[src/rtl/planificador_llamadas_pkg.sv]
// Shared encodings for the elevator call scheduler: floor codes, the idle
// destination code, FSM state constants and the floor-to-mask helper.
package planificador_pkg;

  typedef logic [1:0] piso_t;
  typedef logic [3:0] mascara_t;

  localparam piso_t MENOS_UNO = 2'b00;
  localparam piso_t UNO       = 2'b01;
  localparam piso_t DOS       = 2'b10;
  localparam piso_t TRES      = 2'b11;

  localparam logic [2:0] DESTINO_NADA = 3'b100;

  localparam logic [1:0] ESPERA     = 2'd0;
  localparam logic [1:0] ASIGNAR    = 2'd1;
  localparam logic [1:0] ESPERA_ACK = 2'd2;
  localparam logic [1:0] EN_CURSO   = 2'd3;

  function automatic mascara_t bit_piso(input piso_t p);
    mascara_t m;
    case (p)
      MENOS_UNO: m = 4'b0001;
      UNO:       m = 4'b0010;
      DOS:       m = 4'b0100;
      TRES:      m = 4'b1000;
      default:   m = 4'b0000;
    endcase
    return m;
  endfunction

endpackage

[src/rtl/planificador_llamadas_if.sv]
// Bundle between call buttons / car controller and the scheduler.
// master is the scheduler side, slave is the car/button side.
interface planificador_llamadas_if;
  import planificador_pkg::*;

  mascara_t   llamada;
  piso_t      piso;
  logic       ocupado;
  logic [2:0] destino;
  mascara_t   pendientes;
  logic       sentido;
  logic       fallo;

  modport master (
    input  llamada, piso, ocupado,
    output destino, pendientes, sentido, fallo
  );

  modport slave (
    output llamada, piso, ocupado,
    input  destino, pendientes, sentido, fallo
  );

endinterface

[src/rtl/planificador_llamadas_selector_scan.sv]
// SCAN target selector: nearest pending floor ahead in the sweep direction,
// falling back to the nearest one behind (which requests a reversal).
module selector_scan
  import planificador_pkg::*;
(
  input  mascara_t pendientes,
  input  piso_t    piso,
  input  logic     sentido,
  output piso_t    objetivo,
  output logic     hay_objetivo,
  output logic     invertir,
  output logic     es_local
);

  piso_t arriba;
  piso_t abajo;
  logic  arriba_ok;
  logic  abajo_ok;

  // Descending scan leaves the lowest floor above; ascending scan leaves the highest below.
  always_comb begin
    arriba    = MENOS_UNO;
    arriba_ok = 1'b0;
    abajo     = MENOS_UNO;
    abajo_ok  = 1'b0;
    for (int i = 3; i >= 0; i--) begin
      if (pendientes[i] && (piso_t'(i) > piso)) begin
        arriba    = piso_t'(i);
        arriba_ok = 1'b1;
      end
    end
    for (int i = 0; i < 4; i++) begin
      if (pendientes[i] && (piso_t'(i) < piso)) begin
        abajo    = piso_t'(i);
        abajo_ok = 1'b1;
      end
    end
  end

  always_comb begin
    objetivo     = MENOS_UNO;
    hay_objetivo = 1'b0;
    invertir     = 1'b0;
    if (sentido) begin
      if (arriba_ok) begin
        objetivo     = arriba;
        hay_objetivo = 1'b1;
      end else if (abajo_ok) begin
        objetivo     = abajo;
        hay_objetivo = 1'b1;
        invertir     = 1'b1;
      end
    end else begin
      if (abajo_ok) begin
        objetivo     = abajo;
        hay_objetivo = 1'b1;
      end else if (arriba_ok) begin
        objetivo     = arriba;
        hay_objetivo = 1'b1;
        invertir     = 1'b1;
      end
    end
  end

  assign es_local = (pendientes == bit_piso(piso));

endmodule

[src/rtl/planificador_llamadas.sv]
// Elevator call scheduler: latches floor calls, picks the next floor with a
// SCAN policy and holds destino until the car acknowledges and arrives.
module planificador_llamadas
  import planificador_pkg::*;
#(
  parameter int T_ACK = 16,
  parameter int CTR_W = 5
) (
  input  logic                  clk,
  input  logic                  rst,
  planificador_llamadas_if.master bus
);

  logic [1:0]       estado;
  logic [1:0]       estado_sig;
  piso_t            objetivo_r;
  logic [CTR_W-1:0] cnt_ack;
  logic             ocupado_d;
  logic [2:0]       destino_r;
  mascara_t         pend_r;
  logic             sentido_r;
  logic             fallo_r;

  piso_t    sel_objetivo;
  logic     sel_hay;
  logic     sel_invertir;
  logic     sel_local;
  mascara_t clr;
  logic     timeout;
  logic     asigna;
  logic     caida;

  selector_scan u_selector (
    .pendientes  (pend_r),
    .piso        (bus.piso),
    .sentido     (sentido_r),
    .objetivo    (sel_objetivo),
    .hay_objetivo(sel_hay),
    .invertir    (sel_invertir),
    .es_local    (sel_local)
  );

  assign caida = ocupado_d && !bus.ocupado;

  // A new destino is never issued while the car reports busy, so it stays stable under ocupado.
  assign asigna = (estado == ASIGNAR) && sel_hay && !bus.ocupado;

  always_comb begin
    estado_sig = estado;
    clr        = '0;
    timeout    = 1'b0;
    case (estado)
      ESPERA: begin
        if (sel_local && !bus.ocupado) begin
          clr = bit_piso(bus.piso);
        end else if (sel_hay && !bus.ocupado) begin
          estado_sig = ASIGNAR;
        end
      end
      ASIGNAR: begin
        estado_sig = asigna ? ESPERA_ACK : ESPERA;
      end
      ESPERA_ACK: begin
        if (bus.ocupado) begin
          estado_sig = EN_CURSO;
        end else if (bus.piso == objetivo_r) begin
          clr        = bit_piso(objetivo_r);
          estado_sig = ESPERA;
        end else if (cnt_ack == CTR_W'(T_ACK - 1)) begin
          timeout    = 1'b1;
          estado_sig = ESPERA;
        end
      end
      EN_CURSO: begin
        if (caida) begin
          if (bus.piso == objetivo_r) begin
            clr        = bit_piso(objetivo_r);
            estado_sig = ESPERA;
          end else begin
            estado_sig = ASIGNAR;
          end
        end
      end
      default: estado_sig = ESPERA;
    endcase
  end

  always_ff @(posedge clk) begin
    if (rst) begin
      estado     <= ESPERA;
      objetivo_r <= MENOS_UNO;
      cnt_ack    <= '0;
      ocupado_d  <= 1'b0;
      destino_r  <= DESTINO_NADA;
      pend_r     <= '0;
      sentido_r  <= 1'b1;
      fallo_r    <= 1'b0;
    end else begin
      estado    <= estado_sig;
      ocupado_d <= bus.ocupado;
      // Clear wins over a call arriving for the same floor in the same cycle.
      pend_r    <= (pend_r | bus.llamada) & ~clr;
      if (asigna) begin
        objetivo_r <= sel_objetivo;
        destino_r  <= {1'b0, sel_objetivo};
        cnt_ack    <= '0;
        if (sel_invertir) begin
          sentido_r <= ~sentido_r;
        end
      end else if (estado == ESPERA_ACK && !bus.ocupado) begin
        cnt_ack <= cnt_ack + 1'b1;
      end
      if (timeout) begin
        fallo_r   <= 1'b1;
        destino_r <= DESTINO_NADA;
      end
    end
  end

  assign bus.destino    = destino_r;
  assign bus.pendientes = pend_r;
  assign bus.sentido    = sentido_r;
  assign bus.fallo      = fallo_r;

endmodule

[src/flat_wrapper.sv]
// flat-port wrapper written by rule: the top's interface ports become plain ports
module planificador_llamadas_flat import planificador_pkg::*;
#(
  parameter int T_ACK = 16,
  parameter int CTR_W = 5
)
  (clk, rst, bus_llamada, bus_piso, bus_ocupado, bus_destino, bus_pendientes, bus_sentido, bus_fallo);
  planificador_llamadas_if bus_i ();
  input  logic clk;
  input  logic rst;
  input wire logic [$bits(bus_i.llamada)-1:0] bus_llamada;
  input wire logic [$bits(bus_i.piso)-1:0] bus_piso;
  input wire logic [$bits(bus_i.ocupado)-1:0] bus_ocupado;
  output wire logic [$bits(bus_i.destino)-1:0] bus_destino;
  output wire logic [$bits(bus_i.pendientes)-1:0] bus_pendientes;
  output wire logic [$bits(bus_i.sentido)-1:0] bus_sentido;
  output wire logic [$bits(bus_i.fallo)-1:0] bus_fallo;
  assign bus_i.llamada = bus_llamada;
  assign bus_i.piso = bus_piso;
  assign bus_i.ocupado = bus_ocupado;
  assign bus_destino = bus_i.destino;
  assign bus_pendientes = bus_i.pendientes;
  assign bus_sentido = bus_i.sentido;
  assign bus_fallo = bus_i.fallo;
  planificador_llamadas #(.T_ACK(T_ACK), .CTR_W(CTR_W)) u_core (.clk(clk), .rst(rst), .bus(bus_i));
endmodule
[config.mk]
export PLATFORM = sky130hd
export DESIGN_NAME = planificador_llamadas_flat
export DESIGN_NICKNAME = d
export VERILOG_FILES = /design/src/rtl/planificador_llamadas_pkg.sv /design/src/rtl/planificador_llamadas_if.sv /design/src/rtl/planificador_llamadas_selector_scan.sv /design/src/rtl/planificador_llamadas.sv /design/src/flat_wrapper.sv
export SDC_FILE = /design/constraint.sdc
export NUM_CORES = 1
export LEC_CHECK = 0
export ABC_AREA = 0
export BUFFER_PORTS_ARGS = -buffer_cell sky130_fd_sc_hd__buf_2
export CAP_MARGIN = 20
export CORE_MARGIN = 4
export CORE_UTILIZATION = 50
export CTS_CLUSTER_DIAMETER = 40
export DETAILED_ROUTE_END_ITERATION = 16
export PLACE_DENSITY = 0.74
export SLEW_MARGIN = 10
export SYNTH_ARGS = -nofsm -noshare
export SYNTH_HDL_FRONTEND = slang
export SYNTH_SLANG_ARGS = --single-unit
[constraint.sdc]
create_clock -name clk -period 2.05 [get_ports clk]
set_clock_uncertainty 0.15 [all_clocks]
set_input_delay 0.3075 -clock clk [delete_from_list [all_inputs] [get_ports clk]]
set_output_delay 0.3075 -clock clk [all_outputs]
set_load 0.02 [all_outputs]
==> results of run 1 <==
[metrics by stage]
step,hold WS [ns],instance area [um2],util,setup slack (ns)
2_1_floorplan,0.229,1230,-,0.0341
3_3_place_gp,0.281,1320,0.578,0.0448
3_5_place_dp,0.300,1320,0.578,0.0373
4_1_cts,0.187,1340,0.590,0.290
5_1_grt,0.196,1340,0.590,0.166
6_report,0.195,1340,0.590,0.274
[sequential cells by signal, indices dropped and copies added, names as in the netlist]
signal                 flops
u_core.bus.sentido         1
u_core.bus.destino         3
u_core.bus.fallo           1
u_core.ocupado_d           1
u_core.bus.pendientes      4
u_core.cnt_ack             5
u_core.estado              2
u_core.objetivo_r          2
[area by class of cell]
type	instances	area (um2)
Sequential cell	19	380
Inverter	7	26.3
Clock buffer	3	22.5
Tap cell	28	35.0
Multi-Input combinational cell	101	766
Clock inverter	1	5.00
Timing Repair Buffer	20	108
Fill cell	206	933
[logic make-up after synthesis]
group                      synth area share
and+or+nand+nor                       0.272
AOI/OAI and AO/OA                     0.257
DFF                                   0.308
buffers and inverters                0.0719
xor gates and xnor gates             0.0426
adders and majority gates            0.0405
muxes                               0.00811
[metal layers]
metal  global-route usage  vias up  part of all wire
met5                    0        -                 0
met4               0.0596        0             0.014
met3               0.0245        4             0.040
met2                0.287       25              0.50
met1                0.242      495              0.44
li1                     -      538                 -
[critical path, delay by kind of cell (launching register included)]
family                   cells  cell delay, ns
AO/OA/AOI/OAI                3            0.41
AND/OR/NAND/NOR              1            0.40
flip-flops                   1            0.37
adder cells (fa/ha/maj)      1            0.31
[placed cells by master (no fill, tap or decap), types with 4 or more instances in the layout]
cell / synthesis / layout
sky130_fd_sc_hd__dfxtp_1: 19 / 19
sky130_fd_sc_hd__buf_2: 2 / 17
sky130_fd_sc_hd__nand2_1: 8 / 8
sky130_fd_sc_hd__a31oi_1: 8 / 8
sky130_fd_sc_hd__nor2_1: 7 / 7
sky130_fd_sc_hd__a21oi_1: 7 / 7
sky130_fd_sc_hd__inv_1: 6 / 6
sky130_fd_sc_hd__a211oi_1: 6 / 6
sky130_fd_sc_hd__nand2b_1: 4 / 4
sky130_fd_sc_hd__nor2b_1: 4 / 4
sky130_fd_sc_hd__nand3_1: 4 / 4
sky130_fd_sc_hd__ha_1: 4 / 4
[power breakdown]
group / total (uW) / internal, uW / switching [uW] / leakage, uW
logic: 199 / 82.2 / 117 / 0.000322
clock network: 183 / 72.4 / 111 / 0.0000177
registers: 414 / 387 / 26.4 / 0.000155
total: 796 / 542 / 254 / 0.000495
[final timing paths]
| check | start | endpoint | slack [ns] | cells after the start |
|---|---|---|---|---|
| worst max-delay path | u_core.bus.pendientes[0] | u_core.objetivo_r[0] | 0.27 | 5 |
| worst min-delay path | bus_ocupado | u_core.ocupado_d | 0.20 | 2 |
| worst max register to register | u_core.bus.pendientes[0] | u_core.objetivo_r[0] | 0.27 | 5 |
| worst min register to register | u_core.bus.destino[2] | u_core.bus.destino[2] | 0.32 | 1 |
==> impl_summary.log, run 1 <==
[metrics] share of layout cells above drive strength 1: 0.265
[metrics] maximum capacitance violations: 0
[metrics] maximum number of pins on one net before global-route repair: 17
[metrics] setup total negative slack: 0 ns
[metrics] vias: 1062
[metrics] Worst Path Required: 2.06 ns
[metrics] top-count cell post-synth: sky130_fd_sc_hd__dfxtp_1
[metrics] DRC viols: 0
[metrics] cell seen most often among critical-path stages: sky130_fd_sc_hd__a211oi_1
[metrics] share of the synthesized area in the top cell type: 0.308
[metrics] Critical Path Source Type: flop
[metrics] Power Dens Cells: 593 nW/um2
[metrics] number of buffers created by CTS: 3
[metrics] half-perimeter wire length after placement: 2150 um
[metrics] highest achievable clock rate: 0.563 GHz
[metrics] maximum clock path buffer count: 2
[metrics] status: completed
[metrics] count of final hold-check violations: 0
[metrics] floorplan core area: 2280 um2
[metrics] number of I/O port buffers: 17
[metrics] post-synthesis cell count: 135
[metrics] Hold WC Path Type: primary input to flop
[metrics] list of most frequent post-synthesis cells: 19 x sky130_fd_sc_hd__dfxtp_1, 8 x sky130_fd_sc_hd__a31oi_1, 8 x sky130_fd_sc_hd__nand2_1
[metrics] average footprint of a synthesized cell: 9.15 um2
[metrics] Crit. End Element: flop
[metrics] Setup CP Type: flop to flop
[metrics] initial antenna violation count: 0
[metrics] initial DRC count: 20
[metrics] CTS sink cnt: 19
[metrics] series of cell instances along the critical path: ha_1, a211oi_1, or3_4, a32oi_2, a211oi_1
[metrics] primary flip-flop cell chosen by synthesis mapping: sky130_fd_sc_hd__dfxtp_1
[metrics] synth-to-layout area growth: 8.71%
[metrics] drt first pass iters: 4
[metrics] number of synthesized register bits: 19
[metrics] global-route congestion overflow total: 0
[metrics] total of hold buffers inserted after clock tree synthesis: 0
[metrics] combined area of all synthesized cells: 1230 um2
[metrics] crit path max fanout: 5
[metrics] wire length of the first global-routing pass: 4710 um
[metrics] Rows: 17
[metrics] Async SR Flop Fraction: 0
[metrics] WL final: 2710 um
[metrics] Yosys cell types: 52
[metrics] Final setup viols: 0
[metrics] master of the slowest instance on the critical path: sky130_fd_sc_hd__or3_4
[metrics] clock insertion delay at the later pin of the skew report: 0.29 ns
[metrics] nets@finish: 165
[metrics] number of gates resized after CTS: 0
[metrics] minimum clock period: 1.78 ns
[metrics] final non-filler cell total: 179
[metrics] Slew Viols, Final: 0
[metrics] Lkg Pwr: 0.000495 uW
[metrics] All-Layer GR Usage: 0.178
[metrics] period utilisation layout: 0.866
[metrics] clock transition at the registers of the reported paths: 0.11 ns
[metrics] total setup buffers inserted after CTS: 0
[metrics] clock tree from TritonCTS: yes
[metrics] Yosys warnings: 0
[metrics] die width: 57.7 um
[metrics] number of global-route vias before repair: 1008
[metrics] Routed WL per cell: 15.1 um
[metrics] setup repair after global routing missed its margin: no
[metrics] count of flip-flops with a built-in enable after synthesis: 0
[metrics] worst slew slack as a fraction of its limit: 0.736
[metrics] slowest stage delay, CP: 0.40 ns
[metrics] weighted congestion at the end of routability-driven global placement: 0.833
[metrics] die boundary height: 57.7 um
[metrics] total instance count after detailed placement: 175
[metrics] deepest level of the CTS H-tree: 1
[metrics] number of diodes added for antenna fixing: 0
[metrics] Worst IR Drop VDD: 369 uV
[metrics] vias per cell: 5.93
[metrics] Antenna Violating Nets Remaining: 0
[metrics] data arrival time of the critical path: 1.79 ns
[metrics] starting utilization of the core area: 0.543
[metrics] die area: 3330 um2
[metrics] top post-synthesis cells by area: sky130_fd_sc_hd__dfxtp_1 31%, sky130_fd_sc_hd__a31oi_1 4.1%, sky130_fd_sc_hd__ha_1 4.1%, sky130_fd_sc_hd__a211oi_1 3.6%, sky130_fd_sc_hd__a21oi_1 2.8%
[metrics] I/O pin count: 18
[metrics] total power of the final layout: 796 uW
[metrics] Worst Tran Pin Value: 0.396 ns
[metrics] root buffer cell: sky130_fd_sc_hd__clkbuf_4
[metrics] dominant cell type by area after synthesis: sky130_fd_sc_hd__dfxtp_1
[metrics] sequential cell area fraction in the yosys report: 0.308
[metrics] Mapped Nets: 148
Note: power is estimated with default switching activity, not from simulation.
==> run 2: changes to the inputs <==
--- a/config.mk
+++ b/config.mk
@@ -13,6 +13,7 @@
 export CTS_CLUSTER_DIAMETER = 40
 export DETAILED_ROUTE_END_ITERATION = 16
 export PLACE_DENSITY = 0.74
+export REMOVE_ABC_BUFFERS = 1
 export SLEW_MARGIN = 10
 export SYNTH_ARGS = -nofsm -noshare
 export SYNTH_HDL_FRONTEND = slang
==> impl_summary.log, run 2 (synthesized netlist as in run 1, its figures left out) <==
[metrics] start point of the worst min-delay path: bus_ocupado
[metrics] clock tree from TritonCTS: yes
[metrics] number of I/O port buffers: 17
[metrics] maximum number of pins on one net before global-route repair: 17
[metrics] status: completed
[metrics] Worst Path Required: 2.09 ns
[metrics] Worst Tran Pin Value: 0.461 ns
[metrics] hold_ws: 0.188 ns
[metrics] number of flip-flops in the largest register: 5
[metrics] setup repair after global routing missed its margin: no
[metrics] Setup CP Type: flop to flop
[metrics] vias per cell: 6.30
[metrics] Crit. End Element: flop
[metrics] master of the slowest instance on the critical path: sky130_fd_sc_hd__dfxtp_1
[metrics] DRC viols: 0
[metrics] sequential group share of total power: 0.513
[metrics] count of final hold-check violations: 0
[metrics] Seq. cell area: 380 um2
[metrics] depth of the most critical reg-to-reg path: 5
[metrics] wire length of the first global-routing pass: 4940 um
[metrics] most common cell after layout, fill and taps aside: sky130_fd_sc_hd__dfxtp_1
[metrics] number of diodes added for antenna fixing: 0
[metrics] deepest level of the CTS H-tree: 1
[metrics] maximum capacitance violations: 0
[metrics] setup total negative slack: 0 ns
[metrics] WL final: 2830 um
[metrics] weighted congestion at the end of routability-driven global placement: 0.822
[metrics] I/O pin count: 18
[metrics] worst flop-to-flop path startpoint: u_core.bus.pendientes[0]
[metrics] vias: 1134
[metrics] data arrival time of the critical path: 1.79 ns
[metrics] Critical Path Source Type: flop
[metrics] Internal Power: 544 uW
[metrics] global-route congestion overflow total: 0
[metrics] number of global-route vias before repair: 1084
[metrics] Worst IR Drop VDD: 399 uV
[metrics] Final setup viols: 0
[metrics] clock insertion delay at the later pin of the skew report: 0.30 ns
[metrics] number of buffers created by CTS: 3
[metrics] total setup buffers inserted after CTS: 0
[metrics] cell seen most often among critical-path stages: sky130_fd_sc_hd__a211oi_1
[metrics] crit path max fanout: 5
[metrics] pre-CTS setup slack: 0.205 ns
[metrics] drt first pass iters: 4
[metrics] Hold WC Path Type: primary input to flop
[metrics] die area: 3330 um2
[metrics] total of hold buffers inserted after clock tree synthesis: 0
[metrics] clock transition at the registers of the reported paths: 0.12 ns
[metrics] starting utilization of the core area: 0.543
[metrics] Filler cells: 204
[metrics] highest-count cells in the layout ignoring fill and taps: 19 x sky130_fd_sc_hd__dfxtp_1, 17 x sky130_fd_sc_hd__buf_2, 8 x sky130_fd_sc_hd__nand2_1, 8 x sky130_fd_sc_hd__a31oi_1
[metrics] beginning of the critical path: u_core.bus.pendientes[0]
[metrics] worst slew slack as a fraction of its limit: 0.692
[metrics] clock network fraction of total power: 0.240
[metrics] Power Dens Cells: 601 nW/um2
[metrics] register name with the most flops: u_core.cnt_ack
[metrics] CP Buf/Inv Count: 0
[metrics] post-route standard cell area excluding fillers: 1350 um2
[metrics] stages on the worst setup path: 5
[metrics] maximum clock path buffer count: 2
[metrics] initial antenna violation count: 0
[metrics] instance area after placement: 1320 um2
[metrics] final design utilization: 0.593
[metrics] Slew Viols, Final: 0
[metrics] cell count of the worst hold path: 2
[metrics] die boundary height: 57.7 um
[metrics] highest achievable clock rate: 0.572 GHz
[metrics] series of cell instances along the critical path: ha_1, a211oi_1, or3_4, a32oi_2, a211oi_1
[metrics] reported net switching power: 268 uW
[metrics] root buffer cell: sky130_fd_sc_hd__clkbuf_4
[metrics] Antenna Violating Nets Remaining: 0
[metrics] CTS sink cnt: 19
[metrics] slowest stage delay, CP: 0.40 ns
[metrics] nets@finish: 166
[metrics] minimum clock period: 1.75 ns
[metrics] die width: 57.7 um
[metrics] half-perimeter wire length after placement: 2080 um
[metrics] All-Layer GR Usage: 0.187
[metrics] initial DRC count: 27
[metrics] share of layout cells above drive strength 1: 0.270
[metrics] combinational cell fraction of total power: 0.247
[metrics] sw frac: 0.330
[metrics] footprint of the multi-input gates: 766 um2
[metrics] Final Worst Setup Slack: 0.301 ns
[metrics] Lkg Pwr: 0.000500 uW
[metrics] floorplan core area: 2280 um2
[metrics] period utilisation layout: 0.853
[metrics] number of gates resized after CTS: 0
[metrics] synth-to-layout area growth: 9.32%
[metrics] crit-path leading delay family: flip-flops
[metrics] Rows: 17
[metrics] Routed WL per cell: 15.7 um
## run 2: layout make-up
class | count | area share
clock inverter | 1 | 0.00371
multi-input combinational | 101 | 0.567
sequential | 19 | 0.282
tap | 28 | 0.0260
clock buffer | 3 | 0.0167
timing repair buffer | 21 | 0.0853
inverter | 7 | 0.0195
## run 2: path summary, 6_finish.rpt
kind                                 to  slack (ns)
setup / recovery  u_core.bus.destino[0]        0.30
hold / removal         u_core.ocupado_d        0.19
setup reg to reg  u_core.bus.destino[0]        0.30
hold reg to reg   u_core.bus.destino[2]        0.34
## run 2: power by group through the flow
| stage | clock (uW) | combinational [uW] | sequential [uW] |
|---|---|---|---|
| final | 195 | 201 | 416 |
| after global placement | 0 | 195 | 422 |
| after floorplan | 0 | 125 | 427 |
| after global routing | 212 | 221 | 420 |
| after CTS | 197 | 199 | 416 |
| after detailed placement | 0 | 199 | 424 |
## run 2: per-layer routing
layer | part of all wire | wire (um) | track usage
met2 | 0.44 | 1260 | 0.263
met1 | 0.47 | 1320 | 0.281
met3 | 0.073 | 206 | 0.0312
met4 | 0.016 | 45 | 0.0728
met5 | 0 | 0 | 0
## run 2: stage by stage
step / cells / power (uW)
floorplan: 127 / 553
detailed placement: 176 / 623
global route: 180 / 854
finish: 180 / 812
global placement: 176 / 617
CTS: 180 / 813
==> run 3: changes to the inputs <==
--- a/config.mk
+++ b/config.mk
@@ -9,10 +9,11 @@
 export BUFFER_PORTS_ARGS = -buffer_cell sky130_fd_sc_hd__buf_2
 export CAP_MARGIN = 20
 export CORE_MARGIN = 4
-export CORE_UTILIZATION = 50
+export CORE_UTILIZATION = 53
+export CTS_BUF_LIST = sky130_fd_sc_hd__clkbuf_8
 export CTS_CLUSTER_DIAMETER = 40
 export DETAILED_ROUTE_END_ITERATION = 16
-export PLACE_DENSITY = 0.74
+export PLACE_DENSITY = 0.78
 export REMOVE_ABC_BUFFERS = 1
 export SLEW_MARGIN = 10
 export SYNTH_ARGS = -nofsm -noshare
==> impl_summary.log, run 3 (synthesized netlist as in run 1, its figures left out) <==
[metrics] Routed WL per cell: 15.2 um
[metrics] cell count of the worst hold path: 2
[metrics] hold_ws: 0.184 ns
[metrics] register name with the most flops: u_core.cnt_ack
[metrics] starting utilization of the core area: 0.558
[metrics] minimum clock period: 1.70 ns
[metrics] beginning of the critical path: u_core.bus.pendientes[1]
[metrics] half-perimeter wire length after placement: 2060 um
[metrics] number of global-route vias before repair: 1053
[metrics] total of hold buffers inserted after clock tree synthesis: 0
[metrics] total setup buffers inserted after CTS: 0
[metrics] initial DRC count: 28
[metrics] reported net switching power: 276 uW
[metrics] Worst Path Required: 2.03 ns
[metrics] Lkg Pwr: 0.000508 uW
[metrics] highest-count cells in the layout ignoring fill and taps: 19 x sky130_fd_sc_hd__dfxtp_1, 17 x sky130_fd_sc_hd__buf_2, 8 x sky130_fd_sc_hd__nand2_1, 8 x sky130_fd_sc_hd__a31oi_1
[metrics] setup total negative slack: 0 ns
[metrics] start point of the worst min-delay path: bus_piso[1]
[metrics] met3 WL: 120 um
[metrics] number of buffers created by CTS: 3
[metrics] die area: 3170 um2
[metrics] number of flip-flops in the largest register: 5
[metrics] Reg2Reg Setup Slack: 0.35 ns
[metrics] Worst Tran Pin Value: 0.426 ns
[metrics] initial antenna violation count: 0
[metrics] combinational cell fraction of total power: 0.227
[metrics] clock tree from TritonCTS: yes
[metrics] maximum clock path buffer count: 2
[metrics] die width: 56.3 um
[metrics] highest achievable clock rate: 0.589 GHz
[metrics] Filler cells: 208
[metrics] master of the slowest instance on the critical path: sky130_fd_sc_hd__dfxtp_1
[metrics] deepest level of the CTS H-tree: 1
[metrics] number of diodes added for antenna fixing: 0
[metrics] number of I/O port buffers: 17
[metrics] maximum capacitance violations: 0
[metrics] CTS sink cnt: 19
[metrics] clock network fraction of total power: 0.303
[metrics] Internal Power: 606 uW
[metrics] depth of the most critical reg-to-reg path: 4
[metrics] Crit. End Element: flop
[metrics] Critical Path Source Type: flop
[metrics] status: completed
[metrics] met1 wire length: 1300 um
[metrics] top metal layer carrying routed signals: met4
[metrics] share of layout cells above drive strength 1: 0.270
[metrics] worst slew slack as a fraction of its limit: 0.716
[metrics] vias per cell: 5.94
[metrics] series of cell instances along the critical path: inv_2, o211ai_4, and3_4, a211oi_1
[metrics] routed length on met2: 1300 um
[metrics] setup repair after global routing missed its margin: no
[metrics] Worst IR Drop VDD: 493 uV
[metrics] root buffer cell: sky130_fd_sc_hd__clkbuf_8
[metrics] Hold WC Path Type: primary input to flop
[metrics] total instance count after detailed placement: 176
[metrics] period utilisation layout: 0.828
[metrics] sink of the worst hold path: u_core.bus.pendientes[2]
[metrics] final non-filler cell total: 180
[metrics] All-Layer GR Usage: 0.182
[metrics] clock insertion delay at the later pin of the skew report: 0.26 ns
[metrics] drt first pass iters: 4
[metrics] number of gates resized after CTS: 0
[metrics] weighted congestion at the end of routability-driven global placement: 0.819
[metrics] worst flop-to-flop path startpoint: u_core.bus.pendientes[1]
[metrics] maximum number of pins on one net before global-route repair: 17
[metrics] clock transition at the registers of the reported paths: 0.08 ns
[metrics] die boundary height: 56.3 um
[metrics] Antenna Violating Nets Remaining: 0
[metrics] sw frac: 0.313
[metrics] most common cell after layout, fill and taps aside: sky130_fd_sc_hd__dfxtp_1
[metrics] I/O pin count: 18
[metrics] global-route congestion overflow total: 0
[metrics] Rows: 17
[metrics] count of final hold-check violations: 0
[metrics] floorplan core area: 2210 um2
[metrics] nets@finish: 166
[metrics] pre-CTS setup slack: 0.164 ns
[metrics] data arrival time of the critical path: 1.68 ns
[metrics] WL final: 2740 um
[metrics] wire length of the first global-routing pass: 4690 um
[metrics] Final setup viols: 0
[metrics] DRC viols: 0
[metrics] Slew Viols, Final: 0
[metrics] Reg-to-Reg End: u_core.objetivo_r[1]
[metrics] vias: 1070
[metrics] sequential group share of total power: 0.470
[metrics] Final Worst Setup Slack: 0.353 ns
[metrics] Power Dens Cells: 644 nW/um2
[metrics] Setup CP Type: flop to flop
[metrics] slowest stage delay, CP: 0.59 ns
[metrics] synth-to-layout area growth: 10.8%
[metrics] crit path max fanout: 11
## run 3: cell types whose count changed in the layout (fill, tap and decap cells not counted)
cell	previous run	this run
sky130_fd_sc_hd__clkbuf_8	0	3
sky130_fd_sc_hd__clkbuf_4	3	0
## run 3: area by class of cell
class	instances	area (um2)	share of cell area
clock inverter	1	5.00	0.00366
timing repair buffer	21	115	0.0841
sequential	19	380	0.278
multi-input combinational	101	766	0.559
inverter	7	26.3	0.0192
clock buffer	3	41.3	0.0302
tap	28	35.0	0.0256
## run 3: stage by stage
| step | cell area, um2 | util | power (uW) |
|---|---|---|---|
| 6_report | 1370 | 0.619 | 881 |
| 5_1_grt | 1370 | 0.619 | 934 |
| 4_1_cts | 1370 | 0.619 | 889 |
| 3_5_place_dp | 1320 | 0.598 | 621 |
| 3_3_place_gp | 1320 | 0.598 | 615 |
| 2_1_floorplan | 1170 | - | 553 |
## run 3: worst max-delay path: cells and delay by family, from the launching register on
kind | cells | cell delay [ns]
AO/OA/AOI/OAI | 2 | 0.38
flip-flops | 1 | 0.59
AND/OR/NAND/NOR | 1 | 0.31
buffers and inverters | 1 | 0.14
## run 3: power by group through the flow
stage               clock, uW  sequential, uW  combinational (uW)
floorplan                   0             427                 125
global route              296             418                 219
detailed placement          0             423                 198
CTS                       275             414                 199
global placement            0             421                 194
finish                    267             415                 200
## run 3: worst max path at each step
stage                          endpoint  slack (ns)  depth (start not counted)
2_1_floorplan     u_core.bus.destino[0]        0.33                          5
3_3_place_gp       u_core.objetivo_r[1]        0.20                          8
3_5_place_dp      u_core.bus.destino[0]        0.16                          8
4_1_cts            u_core.objetivo_r[0]        0.36                          5
5_1_grt        u_core.bus.pendientes[0]        0.22                          4
6_report           u_core.objetivo_r[1]        0.35                          4
## run 3: per-layer routing
layer,GRT usage,vias to the layer above
li1,-,540
met1,0.229,504
met2,0.301,24
met3,0.0414,2
met4,0.0644,0
met5,0,-
